[src/rtl/prod_accum.sv]
// Frame accumulator for the multiplier product stream (MAC tail).
// It sums acc_len unsigned products, saturating at ACC_W bits, and presents the sum on a valid/ready port.
module prod_accum #(
    parameter int IN_W    = 16,
    parameter int ACC_W   = 24,
    parameter int MAX_LEN = 16,
    parameter int LEN_W   = 5
) (
    input  logic             clk,
    input  logic             rstn,
    input  logic             clr,
    input  logic [LEN_W-1:0] acc_len,
    input  logic [IN_W-1:0]  prod_in,
    input  logic             prod_vld,
    output logic             prod_rdy,
    output logic [ACC_W-1:0] sum_out,
    output logic             sum_vld,
    input  logic             sum_rdy,
    output logic             ovf
);

    localparam logic [1:0] S_IDLE = 2'd0;
    localparam logic [1:0] S_ACC  = 2'd1;
    localparam logic [1:0] S_DONE = 2'd2;

    localparam logic [ACC_W-1:0] ACC_MAX   = '1;
    localparam logic [LEN_W-1:0] MAX_LEN_L = LEN_W'(MAX_LEN);

    logic [1:0]       state_q, state_d;
    logic [ACC_W-1:0] acc_q, acc_d;
    logic [LEN_W-1:0] cnt_q, cnt_d;
    logic [LEN_W-1:0] len_q, len_d;
    logic [ACC_W-1:0] sum_q, sum_d;
    logic             sum_vld_q, sum_vld_d;
    logic             ovf_q, ovf_d;
    logic             rdy_q;

    logic             accept;
    logic [LEN_W-1:0] len_eff;
    logic [LEN_W-1:0] cnt_inc;
    logic [ACC_W:0]   acc_ext;
    logic             sat;
    logic [ACC_W-1:0] acc_sat;

    // rdy_q holds prod_rdy low until the first edge after reset release
    assign prod_rdy = rdy_q & (state_q != S_DONE);
    assign sum_out  = sum_q;
    assign sum_vld  = sum_vld_q;
    assign ovf      = ovf_q;

    always_comb begin
        accept  = prod_vld & prod_rdy;
        len_eff = (acc_len == '0 || acc_len > MAX_LEN_L) ? MAX_LEN_L : acc_len;
        cnt_inc = cnt_q + 1'b1;
        acc_ext = {1'b0, acc_q} + (ACC_W+1)'(prod_in);
        sat     = acc_ext[ACC_W];
        acc_sat = sat ? ACC_MAX : acc_ext[ACC_W-1:0];

        state_d   = state_q;
        acc_d     = acc_q;
        cnt_d     = cnt_q;
        len_d     = len_q;
        sum_d     = sum_q;
        sum_vld_d = sum_vld_q;
        ovf_d     = ovf_q;

        case (state_q)
            S_IDLE: begin
                if (accept) begin
                    acc_d = ACC_W'(prod_in);
                    cnt_d = LEN_W'(1);
                    len_d = len_eff;
                    ovf_d = 1'b0;
                    if (len_eff == LEN_W'(1)) begin
                        state_d   = S_DONE;
                        sum_d     = ACC_W'(prod_in);
                        sum_vld_d = 1'b1;
                    end else begin
                        state_d = S_ACC;
                    end
                end
            end
            S_ACC: begin
                if (accept) begin
                    acc_d = acc_sat;
                    cnt_d = cnt_inc;
                    ovf_d = ovf_q | sat;
                    if (cnt_inc == len_q) begin
                        state_d   = S_DONE;
                        sum_d     = acc_sat;
                        sum_vld_d = 1'b1;
                    end
                end
            end
            S_DONE: begin
                if (sum_rdy) begin
                    state_d   = S_IDLE;
                    acc_d     = '0;
                    cnt_d     = '0;
                    sum_vld_d = 1'b0;
                    ovf_d     = 1'b0;
                end
            end
            default: state_d = S_IDLE;
        endcase

        // Abort wins over everything in flight, including a same-cycle product or handshake
        if (clr) begin
            state_d   = S_IDLE;
            acc_d     = '0;
            cnt_d     = '0;
            sum_vld_d = 1'b0;
            ovf_d     = 1'b0;
        end
    end

    always_ff @(posedge clk or negedge rstn) begin
        if (!rstn) begin
            state_q   <= S_IDLE;
            acc_q     <= '0;
            cnt_q     <= '0;
            len_q     <= '0;
            sum_q     <= '0;
            sum_vld_q <= 1'b0;
            ovf_q     <= 1'b0;
            rdy_q     <= 1'b0;
        end else begin
            state_q   <= state_d;
            acc_q     <= acc_d;
            cnt_q     <= cnt_d;
            len_q     <= len_d;
            sum_q     <= sum_d;
            sum_vld_q <= sum_vld_d;
            ovf_q     <= ovf_d;
            rdy_q     <= 1'b1;
        end
    end

endmodule

[config.mk]
export PLATFORM = sky130hd
export DESIGN_NAME = prod_accum
export DESIGN_NICKNAME = d
export VERILOG_FILES = /design/src/rtl/prod_accum.sv
export SDC_FILE = /design/constraint.sdc
export NUM_CORES = 1
export LEC_CHECK = 0
export BUFFER_PORTS_ARGS = -buffer_cell sky130_fd_sc_hd__buf_2
export CAP_MARGIN = 20
export CORE_MARGIN = 10
export CORE_UTILIZATION = 55
export CTS_BUF_LIST = sky130_fd_sc_hd__clkbuf_8
export DETAILED_ROUTE_END_ITERATION = 7
export GPL_TIMING_DRIVEN = 0
export PLACE_DENSITY_LB_ADDON = 0.05
export SLEW_MARGIN = 30
export SYNTH_ARGS = -nofsm -noshare
export SYNTH_HDL_FRONTEND = slang
export SYNTH_SLANG_ARGS = --single-unit
[constraint.sdc]
create_clock -name clk -period 7.7 [get_ports clk]
set_clock_uncertainty 0.05 [all_clocks]
set_input_delay 1.155 -clock clk [delete_from_list [all_inputs] [get_ports clk]]
set_output_delay 1.155 -clock clk [all_outputs]
set_load 0.005 [all_outputs]
==> metrics.md, run 1 <==
| Metric | Value |
|---|---|
| Outcome | finished, final reports clean |
| Initial antenna violation count | 0 |
| Place WS | 3.63 ns |
| Final-report max-slew violation count | 0 |
| Setup-violating endpoint count in the final report | 0 |
| Arithmetic-cell share of the synthesized area counting full adders, half adders and majority gates | 6.70% |
| Post-CTS Repair Setup Buffers | 0 |
| Share of total power in combinational logic | 42.8% |
| Final Hold Vio Count | 0 |
| Endpoint of the worst-slack reg-to-reg timing path | acc_q[7] |
| Final antenna-violating net count | 0 |
| Post-layout nets | 591 |
| Worst path required time | 7.87 ns |
| Syn Std Cell Area | 4220 um2 |
| Kind of start point of the critical path | input pin |
| Area share of the largest cell type after synthesis | 37.4% |
| Seq cells post-synth | 63 |
| Max IR drop VDD | 0.000150 V |
| Smallest setup slack after layout | 3.92 ns |
| Congestion Overflow GR | 0 |
| Xor-xnor portion of the synthesized cell area | 3.94% |
| Area Overhead vs Synth | 13.5% |
| DIE AREA | 11,600 um2 |
| Biggest area consumer among synthesized cells | sky130_fd_sc_hd__dfrtp_1 |
| Distinct cell type count after synthesis | 64 |
| CP max stage delay | 0.43 ns |
| Combinational family with the most area after synthesis | compound AO/OA/AOI/OAI gates |
| Part of the cycle the worst path needs | 49.0% |
| Routed len/inst | 18.7 um |
| Hold buffer count at CTS | 0 |
| Total global routing track utilization | 21.2% |
| Sw Ratio | 40.4% |
| Synth Net Count | 527 |
| Warning count from the yosys run | 0 |
| Rows | 31 |
| Class of the tightest hold or removal check | register to register |
| Reg-to-reg critical path startpoint | acc_q[0] |
| CTS buffer count | 9 |
| Clock tree from TritonCTS | yes |
| Detailed placer's ending HPWL | 9060 um |
| Core region area | 7370 um2 |
| Worst-case reg-to-reg path depth | 10 |
| Chip Width | 108 um |
| Share of the synthesized area in compound gates (AO/OA/AOI/OAI) | 28.6% |
| Total power per unit cell area | 255 nW/um2 |
| ANT cells | 0 |
| DR DRC count | 0 |
| Reg2reg setup slack | 4.48 ns |
| Slew HR | 48.8% |
| Number of ports placed on the die boundary | 53 |
| Share of synthesized cell area in and, or, nand and nor gates | 17.4% |
| Instance area at placement | 4630 um2 |
| Most frequent cells after synthesis | sky130_fd_sc_hd__dfrtp_1, sky130_fd_sc_hd__a21oi_1, sky130_fd_sc_hd__nand2_1 |
| Nature of the critical path endpoint | register |
| Layout fillers | 658 |
| Vias after detailed routing | 4,009 |
| Predominant post-synthesis flop cell | sky130_fd_sc_hd__dfrtp_1 |
| FMAX | 265 MHz |
| Shortest clock period the worst path allows after layout | 3.78 ns |
| Mux share of post-synthesis cell area | 1.90% |
| Deepest clock path buffer count | 2 |
| Clock insertion delay at the later pin of the skew report | 0.35 ns |
| Most frequently used cell type in the post-synthesis netlist | sky130_fd_sc_hd__dfrtp_1 |
| End point of the most critical hold path | sum_out[17] |
| Worst-path maximum fanout | 10 |
| Number of gates given a new drive strength after cts | 0 |
| Detail-routed via count per cell | 6.20 |
| Hold Crit Depth | 2 |
| Worst hold path startpoint | sum_out[17] |
| Worst-path clk slew | 0.07 ns |
| Height of the chip | 108 um |
| Buffers added on ports | 52 |
| Routability Congestion | 0.942 |
| Final cell area excluding filler cells | 4790 um2 |
| Async set or reset register ratio after synthesis | 100% |
| Final routed wirelength across all metal layers | 12,100 um |
| Part of the power in registers | 37.2% |
| Number of search-and-repair iterations in the first detailed-routing pass | 5 |
| Clk sink count | 63 |
| Cell count after synthesis | 479 |
| Number of enable-type register cells in the synthesized netlist | 0 |
| Cell breakdown of the critical path | buf_2, ha_1, fa_1, a211oi_1, o21a_1, a211o_1, a21oi_4, o21ai_1, buf_2, a21oi_1, a221o_1 |
| RSZ-0062 raised after global routing | false |
| P_int | 0.000729 W |
| Largest net degree at the start of global routing | 45 |
| Slew of the pin with the lowest slew margin | 0.762 ns |
| Share of cells above drive strength 1 | 16.6% |
| Fraction of the yosys area taken by sequential cells | 37.4% |
| Crit path top cell by count | sky130_fd_sc_hd__buf_2 |
| Pleak | 2.15 nW |
| Wire length of the first global-routing pass | 19,800 um |
| CTS root buffer | sky130_fd_sc_hd__clkbuf_8 |
| Part of the power in the clock network | 20.0% |
| Main area contributors after synthesis | sky130_fd_sc_hd__dfrtp_1, sky130_fd_sc_hd__ha_1, sky130_fd_sc_hd__a21oi_1 |
| H-tree depth reported by CTS | 3 |
| Initial drt markers | 264 |
| Setup TNS after final layout | 0 ns |
| Initial cell density of the core | 57.2% |
| CP Class | input pin to register |
| Crit-path slowest cell | sky130_fd_sc_hd__fa_1 |
| Worst Hold Margin | 0.437 ns |
| Vias in the first global route | 3,906 |
| Max-capacitance violation count | 0 |
| Total net switching power | 0.000494 W |
| CP arrival | 3.95 ns |
| Synthesized area per cell | 8.81 um2 |
-- power groups by stage --
| stage | registers [W] | logic [W] | clock network, W |
|---|---|---|---|
| after floorplan | 0.000455 | 0.000362 | 0 |
| after global placement | 0.000457 | 0.000505 | 0 |
| after detailed placement | 0.000460 | 0.000518 | 0 |
| after CTS | 0.000455 | 0.000522 | 0.000250 |
| after global routing | 0.000464 | 0.000586 | 0.000261 |
| final | 0.000454 | 0.000524 | 0.000244 |
-- logic make-up after synthesis --
kind of cell	after synthesis
compound gates	175
simple gates	150
flops	63
buf+inv	41
fa+ha+maj	22
xor+xnor	19
mux	8
other cells	1
-- flip-flops by register name (all words and copies together), names as in the netlist --
name	flops
state_q	2
rdy_q	1
len_q	5
ovf	1
sum_out	24
acc_q	24
sum_vld	1
cnt_q	5
-- worst max-delay path: cells and delay by family --
kind / cells / cell delay [ns]
adders and majority gates: 2 / 0.65
AOI/OAI and AO/OA: 7 / 1.70
buffers and inverters: 2 / 0.43
-- per-layer routing --
layer  track usage [%]  vias to the layer above  part of all wire [%]  routed length [um]
li1                  -                     1905                     -                   -
met1              28.1                     1919                    45                5420
met2              31.6                      159                    44                5350
met3              5.81                       26                   8.3                 999
met4              8.87                        0                   2.6                 308
met5                 0                        -                     0                   0
-- worst max-delay path by stage --
| stage | cells past startpoint | startpoint | slack [ns] | end |
|---|---|---|---|---|
| floorplan | 10 | prod_in[0] | 4.28 | acc_q[10] |
| global placement | 11 | prod_in[0] | 3.67 | sum_out[12] |
| detailed placement | 11 | prod_in[0] | 3.63 | sum_out[12] |
| CTS | 11 | prod_in[0] | 3.99 | sum_out[12] |
| global route | 11 | prod_in[0] | 3.78 | acc_q[7] |
| finish | 11 | prod_in[0] | 3.92 | acc_q[7] |
-- stage by stage --
stage	cells	power (W)	utilization, %
after global routing	647	0.00131	65.0
after global placement	630	0.000962	62.5
final	647	0.00122	65.0
after floorplan	479	0.000818	-
after CTS	647	0.00123	65.0
after detailed placement	631	0.000978	62.9
-- layout make-up --
type / instances / area, um2 / area share [%]
Buffer: 28 / 120 / 2.51
Clock buffer: 9 / 124 / 2.59
Clock inverter: 7 / 32.5 / 0.679
Inverter: 13 / 48.8 / 1.02
Multi-Input combinational cell: 375 / 2470 / 51.6
Sequential cell: 63 / 1580 / 32.9
Tap cell: 99 / 124 / 2.59
Timing Repair Buffer: 53 / 290 / 6.06
-- cells in the final DEF (no fill, tap or decap), drive strengths merged, types with 4 or more instances in the layout --
| master | synthesis | layout |
|---|---|---|
| o211ai | 5 | 5 |
| a22oi | 22 | 22 |
| nand3 | 16 | 16 |
| nand2b | 7 | 7 |
| mux2i | 8 | 8 |
| a221o | 8 | 8 |
| a21boi | 4 | 4 |
| and2 | 9 | 9 |
| xnor2 | 12 | 12 |
| dfrtp | 63 | 63 |
| ha | 21 | 21 |
| clkbuf | 18 | 27 |
| nor3 | 19 | 19 |
| or2 | 5 | 5 |
| inv | 13 | 15 |
| clkinv | 0 | 5 |
| nand2 | 39 | 39 |
| a211oi | 7 | 7 |
| a21oi | 43 | 43 |
| xor2 | 7 | 7 |
| nand4 | 7 | 7 |
| o21ai | 45 | 45 |
| o21a | 5 | 5 |
| nor2 | 35 | 35 |
| buf | 10 | 63 |
| a21o | 6 | 6 |
(Power assumes the default switching activity.)
==> inputs of run 2 (changes only) <==
==> constraint.sdc (replaced) <==
create_clock -name clk -period 3.3 [get_ports clk]
set_clock_uncertainty 0.05 [all_clocks]
set_input_delay 0.495 -clock clk [delete_from_list [all_inputs] [get_ports clk]]
set_output_delay 0.495 -clock clk [all_outputs]
set_load 0.005 [all_outputs]
==> run 2 against run 1 <==
  * Sequential share of layout area fell by 0.094 points
  * Register-to-register slack got worse by 4.3 ns
  * Sequential power rose by 130%
  * Routed wire length barely moved
  * Global-route usage barely moved
  * Core utilization rose by 0.19 points
  * Largest power group unchanged
==> metrics.md, run 2 (same netlist as run 1, synthesis figures left out) <==
| Metric | Value |
|---|---|
| Total power per unit cell area | 594 nW/um2 |
| Initial antenna violation count | 0 |
| Final-report max-slew violation count | 0 |
| Clk sink count | 63 |
| Shortest clock period the worst path allows after layout | 3.10 ns |
| Part of the power in the clock network | 20.0% |
| Cell breakdown of the critical path | ha_1, fa_1, a211oi_1, o21a_1, a211o_1, a21oi_4, o21ai_2, buf_2, a21oi_1, a221o_1 |
| P_int | 0.00170 W |
| CTS root buffer | sky130_fd_sc_hd__clkbuf_8 |
| Nature of the critical path endpoint | register |
| Initial cell density of the core | 57.2% |
| DR DRC count | 0 |
| Worst-path maximum fanout | 10 |
| Share of the core filled with cells | 65.2% |
| Number of search-and-repair iterations in the first detailed-routing pass | 5 |
| Share of cells above drive strength 1 | 16.8% |
| Congestion Overflow GR | 0 |
| CP Class | register to register |
| Max-capacitance violation count | 0 |
| Register area | 1580 um2 |
| Class of the tightest hold or removal check | input pin to register |
| FMAX | 323 MHz |
| Area Overhead vs Synth | 13.8% |
| Pleak | 2.16 nW |
| Sw Ratio | 40.4% |
| Clock tree from TritonCTS | yes |
| Layout fillers | 655 |
| Post-CTS Repair Setup Buffers | 0 |
| Vias in the first global route | 3,909 |
| Worst-path clk slew | 0.07 ns |
| Deepest clock path buffer count | 2 |
| Crit-path slowest cell | sky130_fd_sc_hd__fa_1 |
| Worst Hold Margin | 0.360 ns |
| Slew of the pin with the lowest slew margin | 0.763 ns |
| Max IR drop VDD | 0.000349 V |
| Vias after detailed routing | 4,008 |
| Rows | 31 |
| Number of standard cells in the final layout excluding fillers | 648 |
| Routability Congestion | 0.942 |
| Buffers added on ports | 52 |
| DIE AREA | 11,600 um2 |
| Total net switching power | 0.00115 W |
| Total global routing track utilization | 21.2% |
| Final antenna-violating net count | 0 |
| Final routed wirelength across all metal layers | 12,100 um |
| Most frequent standard cell in the layout excluding fill and tap cells | sky130_fd_sc_hd__dfrtp_1 |
| Height of the chip | 108 um |
| CP max stage delay | 0.43 ns |
| Wire length of the first global-routing pass | 19,800 um |
| CP arrival | 3.28 ns |
| Detailed placer's ending HPWL | 9060 um |
| Chip Width | 108 um |
| Routed len/inst | 18.6 um |
| Part of the cycle the worst path needs | 93.8% |
| Area used by multi-input combinational logic | 2480 um2 |
| Number of ports placed on the die boundary | 53 |
| Largest net degree at the start of global routing | 45 |
| RSZ-0062 raised after global routing | false |
| CTS buffer count | 9 |
| Kind of start point of the critical path | register |
| Final Hold Vio Count | 0 |
| Clock insertion delay at the later pin of the skew report | 0.35 ns |
| Core region area | 7370 um2 |
| H-tree depth reported by CTS | 3 |
| Part of the power in registers | 37.1% |
| Worst path required time | 3.49 ns |
| Outcome | finished, final reports clean |
| Share of total power in combinational logic | 42.9% |
| Setup-violating endpoint count in the final report | 0 |
| Initial drt markers | 289 |
| Instance area at placement | 4630 um2 |
| Number of placed instances with taps included | 631 |
| Slew HR | 48.7% |
| PnR Total Power | 0.00285 W |
| Final cell area excluding filler cells | 4800 um2 |
| Post-layout nets | 592 |
| Detail-routed via count per cell | 6.19 |
| ANT cells | 0 |
| Top library cells by usage in the layout, fill and taps aside | sky130_fd_sc_hd__dfrtp_1, sky130_fd_sc_hd__buf_2, sky130_fd_sc_hd__a21oi_1 |
run 2: changes by cell type in the layout (fill, tap and decap cells not counted):
cell / change
sky130_fd_sc_hd__dlygate4sd3_1: +1
sky130_fd_sc_hd__o21ai_1: -1
sky130_fd_sc_hd__o21ai_2: +1
run 2: stage by stage:
step,setup slack (ns),TNS [ns]
finish,0.205,0
global route,0.0633,0
CTS,0.140,0
detailed placement,-0.113,-1.04
global placement,-0.0687,-0.335
floorplan,0.537,0
run 2: what timing repair did:
| action | 4_1_cts | 5_1_grt |
|---|---|---|
| setup endpoints to repair | 0 | 7 |
| hold buffers | 1 | 0 |
| hold endpoints to repair | 19 | 0 |
| gates resized for setup | 0 | 1 |
run 2: worst paths after layout:
check	start	end	slack, ns	cells past startpoint
max	acc_q[0]	sum_out[12]	0.20	10
max in group asynchronous	rstn	sum_out[2]	2.16	3
min in group asynchronous	rstn	sum_out[22]	0.52	2
min reg2reg	sum_out[17]	sum_out[17]	0.44	2
min	prod_in[6]	acc_q[6]	0.36	3
max reg2reg	acc_q[0]	sum_out[12]	0.20	10
run 2: cell type report:
cell class	count	area share [%]
inverter	13	1.02
multi-input combinational	375	51.6
clock buffer	9	2.58
sequential	63	32.8
buffer	28	2.50
timing repair buffer	54	6.25
tap	99	2.58
clock inverter	7	0.677
run 2: worst max-delay path: cells and delay by family, from the launching register on:
| kind | cells | cell delay (ns) |
|---|---|---|
| compound gates | 7 | 1.62 |
| fa+ha+maj | 2 | 0.64 |
| flops | 1 | 0.38 |
| buf+inv | 1 | 0.29 |
run 2: layer usage:
| metal | global-route usage (%) | part of all wire (%) | wire length, um |
|---|---|---|---|
| met5 | 0 | 0 | 0 |
| met1 | 28.1 | 45 | 5430 |
| met4 | 8.87 | 2.6 | 311 |
| met2 | 31.6 | 44 | 5340 |
| met3 | 5.81 | 8.2 | 995 |
run 2: power groups by stage:
| stage | clock network (W) | logic, W | registers, W |
|---|---|---|---|
| after global routing | 0.000610 | 0.00137 | 0.00108 |
| final | 0.000571 | 0.00122 | 0.00106 |
| after detailed placement | 0 | 0.00121 | 0.00107 |
| after floorplan | 0 | 0.000845 | 0.00106 |
| after CTS | 0.000583 | 0.00122 | 0.00106 |
| after global placement | 0 | 0.00118 | 0.00107 |
==> inputs of run 3 (changes only) <==
--- a/config.mk
+++ b/config.mk
@@ -7,11 +7,13 @@
 export LEC_CHECK = 0
 export BUFFER_PORTS_ARGS = -buffer_cell sky130_fd_sc_hd__buf_2
 export CAP_MARGIN = 20
+export CORE_ASPECT_RATIO = 2
 export CORE_MARGIN = 10
 export CORE_UTILIZATION = 55
 export CTS_BUF_LIST = sky130_fd_sc_hd__clkbuf_8
 export DETAILED_ROUTE_END_ITERATION = 7
 export GPL_TIMING_DRIVEN = 0
+export MAX_ROUTING_LAYER = met4
 export PLACE_DENSITY_LB_ADDON = 0.05
 export SLEW_MARGIN = 30
 export SYNTH_ARGS = -nofsm -noshare
==> run 3 against run 2 <==
  * Register-to-register slack about the same
  * First-iteration DRC count down 30%
  * Critical path depth unchanged
  * Routed wire length up 8.1%
  * Sequential share of layout area down 0.54 points
==> metrics.md, run 3 (same netlist as run 1, synthesis figures left out) <==
| Metric | Value |
|---|---|
| Endpoint of the worst-slack reg-to-reg timing path | acc_q[14] |
| Buffers added on ports | 52 |
| FMAX | 324 MHz |
| Area used by multi-input combinational logic | 2480 um2 |
| Number of cells on the critical path | 10 |
| DR DRC count | 0 |
| Worst Hold Margin | 0.0212 ns |
| Initial antenna violation count | 0 |
| Deepest clock path buffer count | 2 |
| Clock tree from TritonCTS | yes |
| Pleak | 2.19 nW |
| RSZ-0062 raised after global routing | false |
| CP Class | register to register |
| Wire length of the first global-routing pass | 21,100 um |
| Congestion Overflow GR | 0 |
| Layout fillers | 712 |
| Share of the core filled with cells | 64.7% |
| Number of placed instances with taps included | 626 |
| Kind of start point of the critical path | register |
| Top library cells by usage in the layout, fill and taps aside | sky130_fd_sc_hd__dfrtp_1, sky130_fd_sc_hd__buf_2, sky130_fd_sc_hd__a21oi_1 |
| Bufs and invs on worst path | 1 |
| Final cell area excluding filler cells | 4880 um2 |
| Largest net degree at the start of global routing | 33 |
| DIE AREA | 11,800 um2 |
| Part of the cycle the worst path needs | 93.6% |
| Register area | 1580 um2 |
| Slew HR | 48.8% |
| Worst-path clk slew | 0.07 ns |
| Kind of cell adding the most delay to the critical path | compound AO/OA/AOI/OAI gates |
| Initial drt markers | 203 |
| Shortest clock period the worst path allows after layout | 3.09 ns |
| Worst-case reg-to-reg path depth | 10 |
| Slew of the pin with the lowest slew margin | 0.766 ns |
| Hold buffer count at CTS | 0 |
| Post-layout nets | 591 |
| Routed len/inst | 20.3 um |
| Share of cells above drive strength 1 | 17.0% |
| Vias after detailed routing | 3,981 |
| Class of the tightest hold or removal check | input pin to asynchronous set/reset pin |
| Nature of the critical path endpoint | register |
| Initial cell density of the core | 55.9% |
| Max IR drop VDD | 0.000395 V |
| Worst path required time | 3.50 ns |
| ANT cells | 0 |
| CP arrival | 3.28 ns |
| Detailed placer's ending HPWL | 10,100 um |
| Rows | 45 |
| Crit-path slowest cell | sky130_fd_sc_hd__fa_1 |
| Clk sink count | 63 |
| Chip Width | 81.9 um |
| Outcome | finished, final reports clean |
| Number of ports placed on the die boundary | 53 |
| Number of standard cells in the final layout excluding fillers | 642 |
| Vias in the first global route | 4,265 |
| Height of the chip | 144 um |
| Cell breakdown of the critical path | ha_1, fa_1, a211oi_1, o21a_1, a211o_1, a21oi_4, o21ai_2, buf_2, a21oi_1, a221o_1 |
| CTS buffer count | 9 |
| Reg2reg setup slack | 0.21 ns |
| Final antenna-violating net count | 0 |
| Routability Congestion | 0.952 |
| H-tree depth reported by CTS | 3 |
| Detail-routed via count per cell | 6.20 |
| Final routed wirelength across all metal layers | 13,000 um |
| Core region area | 7540 um2 |
| Max-capacitance violation count | 0 |
| Worst-path maximum fanout | 10 |
| Clock insertion delay at the later pin of the skew report | 0.36 ns |
| Number of search-and-repair iterations in the first detailed-routing pass | 5 |
| Final-report max-slew violation count | 0 |
| Total power per unit cell area | 656 nW/um2 |
| Area Overhead vs Synth | 15.7% |
| Instance area at placement | 4620 um2 |
| CP max stage delay | 0.43 ns |
| Most frequent standard cell in the layout excluding fill and tap cells | sky130_fd_sc_hd__dfrtp_1 |
| Total global routing track utilization | 24.2% |
| Reg-to-reg critical path startpoint | acc_q[0] |
| CTS root buffer | sky130_fd_sc_hd__clkbuf_8 |
| Setup-violating endpoint count in the final report | 0 |
| Final Hold Vio Count | 0 |
-- run 3: final cells by class --
type	instances	share of cell area, %
multi-input combinational	375	50.7
sequential	63	32.3
timing repair buffer	53	5.79
clock inverter	7	2.79
clock buffer	9	2.54
buffer	28	2.46
tap	94	2.41
inverter	13	0.999
-- run 3: timing repair --
item | CTS | global route
buffers inserted | 0 | 0
hold endpoints to repair | 0 | 0
resized for setup | 0 | 1
endpoints found under the setup margin | 0 | 5
-- run 3: metrics by stage --
step / setup slack, ns / TNS (ns) / total power (W)
4_1_cts: 0.0844 / 0 / 0.00320
2_1_floorplan: 0.537 / 0 / 0.00191
3_5_place_dp: -0.129 / -1.30 / 0.00230
5_1_grt: 0.0370 / 0 / 0.00341
6_report: 0.212 / 0 / 0.00320
3_3_place_gp: -0.170 / -1.62 / 0.00226
-- run 3: how the worst max path moves through the flow --
stage	from	end
floorplan	prod_in[0]	acc_q[10]
global placement	prod_in[0]	sum_out[14]
detailed placement	prod_in[0]	acc_q[12]
CTS	acc_q[0]	acc_q[14]
global route	acc_len[1]	sum_out[11]
finish	acc_q[0]	acc_q[14]
-- run 3: routing by layer --
layer | part of all wire [%] | routed length, um | GRT usage, % | vias to the layer above
met1 | 36 | 4660 | 23.5 | 1925
met2 | 55 | 7220 | 42.6 | 115
met4 | 4.9 | 633 | 15.1 | 0
met3 | 4.1 | 538 | 4.01 | 38
li1 | - | - | - | 1903
met5 | 0 | 0 | - | -
-- run 3: where the power goes --
part	internal, W	switching, W	total (W)
registers	0.000946	0.000115	0.00106
logic	0.000493	0.000746	0.00124
clock network	0.000574	0.000329	0.000903
-- run 3: worst reg2reg max path: stages (launching register included) --
cell                       delay [ns]
sky130_fd_sc_hd__dfrtp_1         0.39
sky130_fd_sc_hd__ha_1            0.21
sky130_fd_sc_hd__fa_1            0.43
sky130_fd_sc_hd__a211oi_1        0.28
sky130_fd_sc_hd__o21a_1          0.31
sky130_fd_sc_hd__a211o_1         0.28
sky130_fd_sc_hd__a21oi_4         0.12
sky130_fd_sc_hd__o21ai_2         0.22
sky130_fd_sc_hd__buf_2           0.29
sky130_fd_sc_hd__a21oi_1         0.11
sky130_fd_sc_hd__a221o_1         0.27
